`config.mk`:
```
export PLATFORM = sky130hd
export DESIGN_NAME = regfile_port_ctrl_flat
export DESIGN_NICKNAME = d
export VERILOG_FILES = /design/src/rtl/regfile_port_ctrl_if.sv /design/src/rtl/regfile_port_ctrl.sv /design/src/flat_wrapper.sv
export SDC_FILE = /design/constraint.sdc
export NUM_CORES = 1
export LEC_CHECK = 0
export CORE_ASPECT_RATIO = 0.8
export CORE_MARGIN = 5
export CORE_UTILIZATION = 45
export CTS_CLUSTER_SIZE = 30
export DETAILED_ROUTE_END_ITERATION = 16
export HOLD_SLACK_MARGIN = 0.02
export PLACE_DENSITY = 0.81
export SLEW_MARGIN = 30
export SYNTH_ARGS = -nofsm -noshare
export SYNTH_HDL_FRONTEND = slang
export SYNTH_SLANG_ARGS = --single-unit
```
`constraint.sdc`:
```
create_clock -name clk -period 4.9 [get_ports clk]
set_input_delay 0.98 -clock clk [delete_from_list [all_inputs] [get_ports clk]]
set_output_delay 0.98 -clock clk [all_outputs]
set_load 0.1 [all_outputs]
```
`src/rtl/regfile_port_ctrl_if.sv`:
```
// Request/response handshake bundle between a requester and regfile_port_ctrl.
// The controller side uses the slave modport; the requester uses master.
interface regfile_port_ctrl_if #(
    parameter int DATA_W = 8,
    parameter int ADDR_W = 3
);
    logic              req_valid;
    logic              req_ready;
    logic              req_rd_en;
    logic              req_wr_en;
    logic [ADDR_W-1:0] req_rs;
    logic [ADDR_W-1:0] req_rt;
    logic [ADDR_W-1:0] req_rd;
    logic [DATA_W-1:0] req_wdata;
    logic              rsp_valid;
    logic              rsp_ready;
    logic [DATA_W-1:0] rsp_data_1;
    logic [DATA_W-1:0] rsp_data_2;

    modport master (
        output req_valid, req_rd_en, req_wr_en, req_rs, req_rt, req_rd, req_wdata,
        output rsp_ready,
        input  req_ready, rsp_valid, rsp_data_1, rsp_data_2
    );

    modport slave (
        input  req_valid, req_rd_en, req_wr_en, req_rs, req_rt, req_rd, req_wdata,
        input  rsp_ready,
        output req_ready, rsp_valid, rsp_data_1, rsp_data_2
    );
endinterface

```
`src/rtl/regfile_port_ctrl.sv`:
```
// Sequences operand-read / result-write requests onto the MIPS register file
// pins: read first, then write, then hand captured operands back.
module regfile_port_ctrl #(
    parameter int DATA_W = 8,
    parameter int ADDR_W = 3
) (
    input  logic              clk,
    input  logic              rst,
    regfile_port_ctrl_if.slave bus,
    output logic [ADDR_W-1:0] rf_reg_read_1,
    output logic [ADDR_W-1:0] rf_reg_read_2,
    output logic [ADDR_W-1:0] rf_reg_write,
    output logic              rf_read_write,
    output logic [DATA_W-1:0] rf_in_data,
    input  logic [DATA_W-1:0] rf_out_data_1,
    input  logic [DATA_W-1:0] rf_out_data_2,
    output logic [7:0]        op_count
);
    typedef enum logic [1:0] {IDLE, READ, WRITE, RESP} state_t;

    state_t            state;
    logic [ADDR_W-1:0] rs_q;
    logic [ADDR_W-1:0] rt_q;
    logic [ADDR_W-1:0] rd_q;
    logic [DATA_W-1:0] wdata_q;
    logic              rd_en_q;
    logic              wr_en_q;

    assign bus.req_ready = (state == IDLE) && !rst;

    always_ff @(posedge clk) begin
        if (rst) begin
            state          <= IDLE;
            rs_q           <= '0;
            rt_q           <= '0;
            rd_q           <= '0;
            wdata_q        <= '0;
            rd_en_q        <= 1'b0;
            wr_en_q        <= 1'b0;
            bus.rsp_valid  <= 1'b0;
            bus.rsp_data_1 <= '0;
            bus.rsp_data_2 <= '0;
            op_count       <= '0;
        end else begin
            case (state)
                IDLE: begin
                    if (bus.req_valid) begin
                        rs_q    <= bus.req_rs;
                        rt_q    <= bus.req_rt;
                        rd_q    <= bus.req_rd;
                        wdata_q <= bus.req_wdata;
                        rd_en_q <= bus.req_rd_en;
                        wr_en_q <= bus.req_wr_en;
                        if (bus.req_rd_en)
                            state <= READ;
                        else if (bus.req_wr_en)
                            state <= WRITE;
                        else
                            op_count <= op_count + 8'd1;
                    end
                end
                READ: begin
                    // Operands are captured before any write, so rs/rt == rd yields the old value.
                    bus.rsp_data_1 <= rf_out_data_1;
                    bus.rsp_data_2 <= rf_out_data_2;
                    if (wr_en_q) begin
                        state <= WRITE;
                    end else begin
                        state         <= RESP;
                        bus.rsp_valid <= 1'b1;
                    end
                end
                WRITE: begin
                    if (rd_en_q) begin
                        state         <= RESP;
                        bus.rsp_valid <= 1'b1;
                    end else begin
                        state    <= IDLE;
                        op_count <= op_count + 8'd1;
                    end
                end
                RESP: begin
                    if (bus.rsp_ready) begin
                        state         <= IDLE;
                        bus.rsp_valid <= 1'b0;
                        op_count      <= op_count + 8'd1;
                    end
                end
                default: state <= IDLE;
            endcase
        end
    end

    // Pin drive is gated by rst so a reset during WRITE suppresses that write immediately.
    always_comb begin
        rf_reg_read_1 = '0;
        rf_reg_read_2 = '0;
        rf_reg_write  = '0;
        rf_in_data    = '0;
        rf_read_write = 1'b0;
        if (!rst) begin
            if (state == READ) begin
                rf_reg_read_1 = rs_q;
                rf_reg_read_2 = rt_q;
            end
            if (state == WRITE) begin
                rf_reg_write  = rd_q;
                rf_in_data    = wdata_q;
                rf_read_write = 1'b1;
            end
        end
    end
endmodule

```
`src/flat_wrapper.sv`:
```
// flat-port wrapper written by rule: the top's interface ports become plain ports
module regfile_port_ctrl_flat 
#(
    parameter int DATA_W = 8,
    parameter int ADDR_W = 3
)
  (clk, rst, rf_reg_read_1, rf_reg_read_2, rf_reg_write, rf_read_write, rf_in_data, rf_out_data_1, rf_out_data_2, op_count, bus_req_valid, bus_req_rd_en, bus_req_wr_en, bus_req_rs, bus_req_rt, bus_req_rd, bus_req_wdata, bus_rsp_ready, bus_req_ready, bus_rsp_valid, bus_rsp_data_1, bus_rsp_data_2);
  regfile_port_ctrl_if #(.DATA_W(DATA_W), .ADDR_W(ADDR_W)) bus_i ();
  input  logic clk;
  input  logic rst;
  output logic [ADDR_W-1:0] rf_reg_read_1;
  output logic [ADDR_W-1:0] rf_reg_read_2;
  output logic [ADDR_W-1:0] rf_reg_write;
  output logic rf_read_write;
  output logic [DATA_W-1:0] rf_in_data;
  input  logic [DATA_W-1:0] rf_out_data_1;
  input  logic [DATA_W-1:0] rf_out_data_2;
  output logic [7:0] op_count;
  input wire logic [$bits(bus_i.req_valid)-1:0] bus_req_valid;
  input wire logic [$bits(bus_i.req_rd_en)-1:0] bus_req_rd_en;
  input wire logic [$bits(bus_i.req_wr_en)-1:0] bus_req_wr_en;
  input wire logic [$bits(bus_i.req_rs)-1:0] bus_req_rs;
  input wire logic [$bits(bus_i.req_rt)-1:0] bus_req_rt;
  input wire logic [$bits(bus_i.req_rd)-1:0] bus_req_rd;
  input wire logic [$bits(bus_i.req_wdata)-1:0] bus_req_wdata;
  input wire logic [$bits(bus_i.rsp_ready)-1:0] bus_rsp_ready;
  output wire logic [$bits(bus_i.req_ready)-1:0] bus_req_ready;
  output wire logic [$bits(bus_i.rsp_valid)-1:0] bus_rsp_valid;
  output wire logic [$bits(bus_i.rsp_data_1)-1:0] bus_rsp_data_1;
  output wire logic [$bits(bus_i.rsp_data_2)-1:0] bus_rsp_data_2;
  assign bus_i.req_valid = bus_req_valid;
  assign bus_i.req_rd_en = bus_req_rd_en;
  assign bus_i.req_wr_en = bus_req_wr_en;
  assign bus_i.req_rs = bus_req_rs;
  assign bus_i.req_rt = bus_req_rt;
  assign bus_i.req_rd = bus_req_rd;
  assign bus_i.req_wdata = bus_req_wdata;
  assign bus_i.rsp_ready = bus_rsp_ready;
  assign bus_req_ready = bus_i.req_ready;
  assign bus_rsp_valid = bus_i.rsp_valid;
  assign bus_rsp_data_1 = bus_i.rsp_data_1;
  assign bus_rsp_data_2 = bus_i.rsp_data_2;
  regfile_port_ctrl #(.DATA_W(DATA_W), .ADDR_W(ADDR_W)) u_core (.clk(clk), .rst(rst), .bus(bus_i), .rf_reg_read_1(rf_reg_read_1), .rf_reg_read_2(rf_reg_read_2), .rf_reg_write(rf_reg_write), .rf_read_write(rf_read_write), .rf_in_data(rf_in_data), .rf_out_data_1(rf_out_data_1), .rf_out_data_2(rf_out_data_2), .op_count(op_count));
endmodule
```
; Word level (Yosys, flattened, before mapping)
; Index checks and enable logic that the tools add are counted.
[word_totals]
out_inout_bits = 44
inputBits = 39
regBits = 46
wordCells = 59
[classes]
add_sub_neg = 1
reduce_logical = 9
eq_ne = 11
mux = 27
[op_table]
columns = op, n
row1 = 8-bit two-way mux, 7
row2 = 8-bit case mux with 3 select lines, 1
row3 = 3-bit two-way mux, 6
row4 = "2-bit != test, second input constant", 6
row5 = 2-bit two-way mux, 5
row6 = "8-bit by 1-bit adder with 8-bit output, second input constant", 1
row7 = 2-bit case mux with 4 select lines, 1
row8 = 1-bit two-way mux, 6
row9 = 6-bit AND reduction, 1
row10 = 3-bit nonzero test, 2
row11 = "2-bit == test, second input constant", 2
row12 = 4-bit AND reduction, 1
row13 = "3-bit != test, second input constant", 1
row14 = 1-bit case mux with 3 select lines, 1
row15 = 3-bit AND reduction, 1
row16 = "2-bit by 1-bit == test with 1-bit output, second input constant", 1
row17 = 2-bit zero test, 1
row18 = "2-bit by 1-bit != test with 1-bit output, second input constant", 1
row19 = 2-bit AND reduction, 1
row20 = 1-bit logical AND, 1
row21 = 1-bit zero test, 1

; Logic depth before layout (Yosys ltp)
; Gate-level depths: netlist (run 1).
[depth]
depth_word = 5
ltp_mapped = 7
mapped_depth_nobuf = 4

; Least setup slack after synthesis (run 1)
; Ideal clock, no wire load.
[synth_path]
kind = input to output
from = input port rst
to = output port bus_req_ready
path_slack_ns = 0.509
cell_stages = 3
n_path_buf = 2
t_required_ns = 3.920
arrival_time_ns = 3.411
path_cell_list = clkbuf_1 -> clkbuf_1 -> nor3_1
[synth_via]
elab_chain_cells = 2
[synth_rtl]
columns = element, line
row1 = start: declaration, flat_wrapper.sv:10  ; input logic rst;
row2 = 1-bit zero test, regfile_port_ctrl.sv:29  ; assign bus.req_ready = (state == IDLE) && !rst;
row3 = 1-bit logical AND, regfile_port_ctrl.sv:29
row4 = end: declaration, flat_wrapper.sv:27  ; output wire logic [$bits(bus_i.req_ready)-1:0] bus_req_ready;
; Every way passes these cells.

; Final worst setup path (run 1)
[layout_path]
from = register u_core.state[0]
to = output port rf_reg_read_2[0]
[layout_via]
elab_chain_cells = 3
[layout_rtl]
columns = element, line
row1 = start: declaration, regfile_port_ctrl.sv:21  ; state_t state;
row2 = start signal: assignment, regfile_port_ctrl.sv:33  ; state <= IDLE;
row3 = start signal: assignment, regfile_port_ctrl.sv:55  ; state <= READ;
row4 = start signal: assignment, regfile_port_ctrl.sv:57  ; state <= WRITE;
row5 = 2-bit by 1-bit == test with 1-bit output, regfile_port_ctrl.sv:102  ; if (state == READ) begin
row6 = 3-bit two-way mux, regfile_port_ctrl.sv:102
row7 = 3-bit two-way mux, regfile_port_ctrl.sv:101  ; if (!rst) begin
row8 = end: declaration, flat_wrapper.sv:12  ; output logic [ADDR_W-1:0] rf_reg_read_2;
; Every way passes these cells.

==> flow_metrics.py, run 1 <==
metrics = {
    "outcome": {
        "status": "completed",
    },
    "critical_path": {
        "path_max_fanout": 17,
        "reg2reg_depth": 4,
        "cp_data_required_time_ns": 3.92,
        "cp_data_arrival_time_ns": 2.19,
        "critPathKind": "reg -> out",
        "cp-start-kind": "flip-flop",
        "setup.worst_path.end_class": "output port",
    },
    "sta": {
        "period_needed_ns": 3.171,
        "grt_setup_unrepaired": "false",
        "clock_skew_ns": 0.005469,
        "drv_slew": 0,
        "tns_ns": 0,
        "fin_ws_ns": 1.729,
        "slew_headroom_pct": 33.04,
        "tightest_slew_ns": 1.001,
        "clock.fmax_mhz": 315.4,
        "timing.final.crit_share_pct": 64.72,
        "final-setup-viol-count": 0,
        "hold_viol": 0,
    },
    "synth": {
        "syn_area_per_cell_um2": 7.817,
        "yosysUniqueCellTypes": 31,
        "yosysSeqAreaShare_pct": 47.12,
        "synth_nets": 290,
        "synth-main-ff-cell": "dfxtp_1",
        "synth_edf_count": 0,
        "synth-seq-cells": 46,
        "postSynthCellCount": 250,
        "syn_area_mm2": 0.001954,
        "async_flop_share_pct": 0,
        "yosysWarnings": 0,
    },
    "hold_path": {
        "hold_depth": 2,
        "hold_class": "reg -> reg",
    },
    "clock_tree": {
        "clkLatencyLatePin_ns": 0.29,
        "htree_levels": 2,
        "cts_made_buffers": 5,
        "ctsResizeCount": 0,
        "path_clk_slew_ns": 0.08,
        "cts_setup_buffers": 0,
        "cts.sink_count": 46,
        "cts_tree": "done",
        "clock_path_buffers": 2,
        "cts_hold_buf": 0,
        "cts_root_buf": "clkbuf_8",
    },
    "global_routing": {
        "antenna_found_initial": 0,
        "grt_usage_pct": 18.09,
        "first_global_vias": 1787,
        "gr-total-overflow": 0,
        "grt_first_pass_wirelength_um": 8314,
        "grt_max_degree": 54,
    },
    "floorplan": {
        "core_mm2": 0.004204,
        "die_x_um": 83.68,
        "start_util_pct": 46.49,
        "die_area_mm2": 0.005769,
        "io_pins": 83,
        "std_cell_rows": 21,
        "die_y_um": 68.95,
    },
    "finish": {
        "final_area_mm2": 0.002834,
        "finalNetCount": 365,
        "antenna_cells": 0,
        "ff_latch_area_um2": 920.9,
        "drive_gt1_share_pct": 11.66,
        "area_growth_pct": 45.01,
        "fin_util_pct": 67.41,
        "multi_input_area_um2": 963.4,
        "fillers": 380,
    },
    "pwr": {
        "ir_drop_uv": 270.3,
        "p_leak_nw": 1.094,
        "powerDensity_mw_per_mm2": 330.9,
    },
    "detailed_routing": {
        "drt_first_iter_violations": 79,
        "dr.pass1.iters": 4,
        "vias": 1857,
        "routedWlPerCell_um": 13.45,
        "avgViaCountPerCell": 4.849,
        "drtAntennaViolNets": 0,
        "drt_drc_violations_left": 0,
        "routed_wl_um": 5153,
    },
    "placed_design": {
        "postPlaceCellArea_mm2": 0.002743,
        "pre_cts_ws_ns": 1.921,
        "hpwl_um": 3666,
        "portBuffers": 82,
        "gp_congestion": 0.8533,
    },
    "flow_run": {
        "drv_cap": 0,
    },
}
## final cells by class
cell class | instances | share of cell area, %
multi-input combinational | 187 | 34.00
sequential | 46 | 32.49
timing repair buffer | 84 | 27.64
clock buffer | 7 | 3.046
tap | 57 | 2.517
clock inverter | 1 | 0.1766
inverter | 1 | 0.1325
## placed cells by master (no fill, tap or decap), types with 2 or more instances in the layout
| cell type | instances |
|---|---|
| a21oi_1 | 38 |
| a21oi_2 | 5 |
| and2_1 | 19 |
| buf_4 | 21 |
| clkbuf_8 | 6 |
| clkdlybuf4s50_1 | 62 |
| dfxtp_1 | 46 |
| mux2_1 | 5 |
| nand2_1 | 74 |
| nand2b_1 | 3 |
| nand3_1 | 3 |
| nor2_1 | 11 |
| nor2_2 | 2 |
| nor2b_1 | 6 |
| nor3_1 | 5 |
## cells in the mapped netlist, drive strengths merged (3+ instances only)
master  instances  area (µm²)
nand2b          3       18.77
nor2           13       48.80
nor3            5       25.02
dfxtp          46       920.9
nor2b           6       37.54
and2           19       118.9
buf             4       26.27
o21ai           3       18.76
clkbuf         12       45.04
mux2            6       67.56
nand3           3       15.01
a21oi          43       234.0
nand2          74       277.8
## worst max-delay path, stage by stage, from the launching register on
cell and delay [ns]:
dfxtp_1 0.54, nand2b_1 0.45, nor2_1 0.42, and2_1 0.19
buf_4 0.29
## through the flow
step / power, mW / instances / hold WS, ns
final: 0.9378 / 383 / 0.4514
after global routing: 0.9786 / 383 / 0.4722
after CTS: 0.9453 / 383 / 0.4555
after detailed placement: 0.7107 / 375 / 0.4433
after global placement: 0.7069 / 375 / 0.4376
after floorplan: 0.6281 / 250 / 0.4317
## report_power, final
group          switching (mW)  internal (mW)  leakage (nW)
logic                   0.198         0.0810         0.670
clock network           0.123          0.114        0.0482
registers              0.0200          0.402         0.376
total                   0.341          0.597          1.09
## layer usage
metal	share of wire, %	global-route usage (%)	wire, µm	vias up
li1	-	-	-	964
met1	46	22.99	2389	828
met2	44	28.27	2250	60
met3	9.1	7.601	470	5
met4	0.85	5.422	44	0
met5	0	0	0	-
## path summary, 6_finish.rpt
kind | from | endpoint | slack [ns]
setup / recovery | u_core.state[0]$_SDFFE_PP0P_ | rf_reg_read_2[0] | 1.73
hold / removal | u_core.wdata_q[1]$_SDFFE_PP0P_ | u_core.wdata_q[1]$_SDFFE_PP0P_ | 0.45
setup reg to reg | u_core.state[1]$_SDFFE_PP0P_ | u_core.op_count[6]$_SDFFE_PP0P_ | 2.94
hold reg to reg | u_core.wdata_q[1]$_SDFFE_PP0P_ | u_core.wdata_q[1]$_SDFFE_PP0P_ | 0.45
## sequential cells by signal, indices dropped and copies added, names as in the netlist
signal	cells
u_core.bus.rsp_data_1	8
u_core.bus.rsp_data_2	8
u_core.op_count	8
u_core.wdata_q	8
u_core.rd_q	3
u_core.rs_q	3
u_core.rt_q	3
u_core.state	2
u_core.bus.rsp_valid	1
u_core.rd_en_q	1
u_core.wr_en_q	1
## kinds of logic (layout without fill, tap and decap cells)
group                    count (synthesis)  after routing  synth area share (%)
flip-flops                              46             46                 47.12
AO/OA/AOI/OAI                           51             51                 14.98
AND/OR/NAND/NOR                        129            129                 29.96
multiplexers                             6              6                 3.457
adder cells (fa/ha/maj)                  1              1                0.6401
buffers and inverters                   17             93                 3.841
Note: power is estimated with default switching activity, not from simulation.
==> inputs of run 2 (changes only) <==
Settings changed: CORE_UTILIZATION 45 to 38, PLACE_DENSITY 0.81 to 0.73.
Clock period 4.9 ns to 2.7 ns, I/O delays scaled along.
==> flow_metrics.py, run 2 (same netlist as run 1, synthesis figures left out) <==
metrics = {
    "sta": {
        "period_needed_ns": 2.263,
        "drv_slew": 0,
        "timing.final.crit_share_pct": 83.83,
        "grt_setup_unrepaired": "false",
        "hold_viol": 0,
        "tightest_slew_ns": 0.4677,
        "final-setup-viol-count": 0,
        "clock.fmax_mhz": 441.8,
        "tns_ns": 0,
        "slew_headroom_pct": 68.82,
        "clock_skew_ns": 0.007741,
    },
    "floorplan": {
        "die_x_um": 90.18,
        "die_y_um": 74.15,
        "std_cell_rows": 23,
        "die_area_mm2": 0.006686,
        "io_pins": 83,
        "core_mm2": 0.005007,
        "start_util_pct": 39.03,
    },
    "pwr": {
        "p_clk_share_pct": 24.5,
        "powerDensity_mw_per_mm2": 560.1,
        "power_mw": 1.712,
        "power.internal_mw": 1.100,
        "swShare_pct": 35.72,
        "power_switching_mw": 0.6116,
        "pwr-share-comb_pct": 30.8,
        "power_frac_seq_pct": 44.7,
        "p_leak_nw": 1.224,
        "ir_drop_uv": 478.2,
    },
    "detailed_routing": {
        "routed_wl_um": 5088,
        "drtAntennaViolNets": 0,
        "dr.pass1.iters": 4,
        "vias": 1900,
        "avgViaCountPerCell": 4.847,
        "routedWlPerCell_um": 12.98,
        "drt_first_iter_violations": 73,
        "drt_drc_violations_left": 0,
    },
    "critical_path": {
        "critPathKind": "in -> reg",
        "path_max_fanout": 7,
        "cp-start-kind": "input pin",
        "cp_data_arrival_time_ns": 2.44,
        "cp_data_required_time_ns": 2.88,
        "reg2reg_depth": 4,
        "setup.worst_path.end_class": "flip-flop",
        "r2r_setup_slack_ns": 0.73,
    },
    "clock_tree": {
        "path_clk_slew_ns": 0.08,
        "cts_made_buffers": 5,
        "cts_setup_buffers": 0,
        "htree_levels": 2,
        "cts_root_buf": "clkbuf_8",
        "cts_hold_buf": 0,
        "clock_path_buffers": 2,
        "cts.sink_count": 46,
        "clkLatencyLatePin_ns": 0.29,
        "ctsResizeCount": 0,
        "cts_tree": "done",
    },
    "hold_path": {
        "hold_depth": 2,
        "hold_class": "reg -> reg",
    },
    "placed_design": {
        "portBuffers": 82,
        "gp_congestion": 0.8071,
        "hpwl_um": 3790,
    },
    "global_routing": {
        "use_met2_pct": 25.32,
        "grt_first_pass_wirelength_um": 8342,
        "gr-total-overflow": 0,
        "grt_max_degree": 46,
        "antenna_found_initial": 0,
        "top_usage_layer": "met2",
        "grt_usage_pct": 15.27,
        "use_met1_pct": 18.84,
        "first_global_vias": 1812,
        "grtUsageMet3_pct": 5.359,
    },
    "finish": {
        "antenna_cells": 0,
        "drive_gt1_share_pct": 22.73,
        "finalNetCount": 369,
        "final_cell_mix": "74 x nand2_1, 46 x dfxtp_1, 38 x a21oi_1",
        "final_common_cell": "nand2_1",
        "area_growth_pct": 56.40,
    },
    "outcome": {
        "status": "completed",
    },
    "flow_run": {
        "drv_cap": 0,
    },
}
[run 2: final cells by class]
cell class                      instances  area [µm²]
Timing Repair Buffer                   88       988.4
Clock inverter                          1       5.005
Multi-Input combinational cell        187       974.7
Clock buffer                            7       86.33
Fill cell                             460        1951
Inverter                                1       3.754
Sequential cell                        46       920.9
Tap cell                               62       77.57
[run 2: power by group through the flow]
stage,clock [mW],sequential (mW),combinational [mW]
floorplan,0,0.944,0.198
global placement,0,0.779,0.529
detailed placement,0,0.781,0.531
CTS,0.435,0.766,0.532
global route,0.467,0.774,0.561
finish,0.420,0.766,0.527
[run 2: per-stage QoR]
step	cell area (µm²)	hold WS, ns	std cells	util (%)	setup slack [ns]
final	3057	0.4520	392	61.04	0.4366
after global routing	3057	0.4672	392	61.04	0.3033
after CTS	3057	0.4535	392	61.04	0.4375
after detailed placement	2965	0.4425	384	59.22	0.1280
after global placement	2965	0.4372	384	59.22	0.1875
after floorplan	1972	0.4317	250	-	0.04439
[run 2: final timing paths]
| check | from | endpoint |
|---|---|---|
| worst max-delay path | bus_req_valid | u_core.op_count[4]$_SDFFE_PP0P_ |
| worst min register to register | u_core.rd_q[2]$_SDFFE_PP0P_ | u_core.rd_q[2]$_SDFFE_PP0P_ |
| worst max register to register | u_core.state[1]$_SDFFE_PP0P_ | u_core.op_count[4]$_SDFFE_PP0P_ |
| worst min-delay path | u_core.rd_q[2]$_SDFFE_PP0P_ | u_core.rd_q[2]$_SDFFE_PP0P_ |
[run 2: critical path: stages]
cell             delay, ns
clkdlybuf4s50_1       0.51
or3b_1                0.36
or3_1                 0.48
a21oi_2               0.20
mux2_1                0.34
[run 2: metal layers]
metal  share of wire, %  up-vias
met5                  0        -
met4                1.0        0
met3                7.0        4
met2                 46       58
met1                 46      865
li1                   -      973
==> inputs of run 3 (changes only) <==
Clock period 2.7 ns to 2 ns, I/O delays scaled along.
==> flow_metrics.py, run 3 (same netlist as run 1, synthesis figures left out) <==
metrics = {
    "outcome": {
        "status": "completed",
    },
    "clock_tree": {
        "cts_root_buf": "clkbuf_8",
        "cts.sink_count": 46,
        "clkLatencyLatePin_ns": 0.29,
        "path_clk_slew_ns": 0.09,
        "cts_made_buffers": 5,
        "clock_path_buffers": 2,
        "cts_tree": "done",
        "htree_levels": 2,
        "cts_hold_buf": 0,
    },
    "placed_design": {
        "gp_congestion": 0.7887,
        "hpwl_um": 3862,
        "portBuffers": 82,
        "place_inst": 393,
    },
    "critical_path": {
        "cp_data_arrival_time_ns": 2.13,
        "startpoint": "bus_req_valid",
        "cp-start-kind": "input pin",
        "rr_endpoint": "u_core.op_count[5]$_SDFFE_PP0P_",
        "setup.worst_path.end": "u_core.op_count[5]$_SDFFE_PP0P_",
        "cp_data_required_time_ns": 2.19,
        "r2r-start": "u_core.state[1]$_SDFFE_PP0P_",
        "path_max_fanout": 6,
        "reg2reg_depth": 4,
        "critPathKind": "in -> reg",
        "setup.worst_path.end_class": "flip-flop",
        "r2r_setup_slack_ns": 0.32,
    },
    "global_routing": {
        "use_met1_pct": 19.62,
        "grtUsageMet3_pct": 4.954,
        "use_met2_pct": 27.68,
        "gr-total-overflow": 0,
        "top_usage_layer": "met2",
        "antenna_found_initial": 0,
        "first_global_vias": 1945,
        "grt_first_pass_wirelength_um": 8873,
        "grt_max_degree": 46,
        "grt_usage_pct": 16.20,
    },
    "detailed_routing": {
        "vias": 1931,
        "avgViaCountPerCell": 4.780,
        "drtAntennaViolNets": 0,
        "routed_wl_um": 5358,
        "drt_first_iter_violations": 66,
        "dr.pass1.iters": 4,
        "drt_drc_violations_left": 0,
        "routedWlPerCell_um": 13.26,
    },
    "finish": {
        "drive_gt1_share_pct": 28.95,
        "final_cell_mix": "74 x nand2_1, 45 x dfxtp_1, 40 x buf_4",
        "antenna_cells": 0,
        "final_common_cell": "nand2_1",
        "final_cells": 404,
        "fillers": 441,
        "area_growth_pct": 64.28,
        "finalNetCount": 381,
    },
    "pwr": {
        "pwr-share-comb_pct": 32.3,
        "power_mw": 2.367,
        "powerDensity_mw_per_mm2": 737.1,
        "power_frac_seq_pct": 43.4,
        "ir_drop_uv": 440.8,
        "p_clk_share_pct": 24.3,
        "p_leak_nw": 1.302,
        "power_switching_mw": 0.8499,
        "power.internal_mw": 1.517,
        "swShare_pct": 35.91,
    },
    "floorplan": {
        "die_area_mm2": 0.006686,
        "std_cell_rows": 23,
        "die_y_um": 74.15,
        "die_x_um": 90.18,
        "io_pins": 83,
        "core_mm2": 0.005007,
        "start_util_pct": 39.03,
    },
    "sta": {
        "tightest_slew_ns": 0.4622,
        "grt_setup_unrepaired": "false",
        "period_needed_ns": 1.939,
        "slew_headroom_pct": 69.18,
        "hold_viol": 0,
        "drv_slew": 0,
        "clock_skew_ns": 0.009189,
        "final-setup-viol-count": 0,
        "timing.final.crit_share_pct": 96.93,
        "clock.fmax_mhz": 515.8,
    },
    "hold_path": {
        "hold_class": "reg -> reg",
    },
    "flow_run": {
        "drv_cap": 0,
    },
}
-- run 3: cell count changes in the layout (fill, tap and decap cells not counted), sizes merged --
| cell | previous run | this run |
|---|---|---|
| buf | 51 | 63 |
-- run 3: worst min-delay path by stage --
stage	startpoint	to	slack, ns	cells past startpoint
global route	u_core.bus.rsp_data_2[0]$_SDFFE_PP0N_	u_core.bus.rsp_data_2[0]$_SDFFE_PP0N_	0.47	2
floorplan	u_core.rd_q[2]$_SDFFE_PP0P_	u_core.rd_q[2]$_SDFFE_PP0P_	0.43	2
finish	u_core.rd_q[2]$_SDFFE_PP0P_	u_core.rd_q[2]$_SDFFE_PP0P_	0.45	2
CTS	u_core.rd_q[2]$_SDFFE_PP0P_	u_core.rd_q[2]$_SDFFE_PP0P_	0.46	2
global placement	u_core.rd_q[2]$_SDFFE_PP0P_	u_core.rd_q[2]$_SDFFE_PP0P_	0.44	2
detailed placement	u_core.rd_q[2]$_SDFFE_PP0P_	u_core.rd_q[2]$_SDFFE_PP0P_	0.44	2
-- run 3: what timing repair did --
| action | in CTS | in global routing |
|---|---|---|
| cloned | 1 | 0 |
| buffers inserted | 1 | 1 |
| endpoints found under the hold margin | 0 | 0 |
| resized for setup | 8 | 3 |
| endpoints found under the setup margin | 22 | 18 |
-- run 3: worst max-delay path, cell delays in order --
cell	delay [ns]
clkdlybuf4s50_1	0.48
or3b_1	0.37
or3_4	0.40
a21oi_2	0.16
mux2_1	0.32
-- run 3: layout make-up --
class                      count  area, µm²  area share, %
timing repair buffer         100       1090          33.94
multi-input combinational    187       1026          31.96
sequential                    46      922.1          28.72
clock buffer                   7      86.33          2.689
tap                           62      77.57          2.416
clock inverter                 1      5.005         0.1559
inverter                       1      3.754         0.1169
-- run 3: metal layers --
| metal | share of wire, % | up-vias |
|---|---|---|
| li1 | - | 997 |
| met1 | 44 | 877 |
| met2 | 48 | 52 |
| met3 | 7.1 | 5 |
| met4 | 1.1 | 0 |
| met5 | 0 | - |
-- run 3: power by group through the flow --
stage	combinational, mW	sequential [mW]	clock, mW
floorplan	0.275	1.28	0
global placement	0.743	1.04	0
detailed placement	0.752	1.05	0
CTS	0.765	1.03	0.599
global route	0.814	1.04	0.629
finish	0.765	1.03	0.575
-- run 3: metrics by stage --
step	util, %	hold slack [ns]	setup WS [ns]	instance area, µm²	TNS (ns)
2_1_floorplan	-	0.4317	0.001262	2008	0
3_3_place_gp	61.12	0.4375	-0.3219	3060	-2.003
3_5_place_dp	61.12	0.4444	-0.3527	3060	-2.209
4_1_cts	63.77	0.4564	-0.001541	3193	-0.002661
5_1_grt	64.12	0.4712	0.002694	3211	0
6_report	64.12	0.4511	0.06134	3211	0
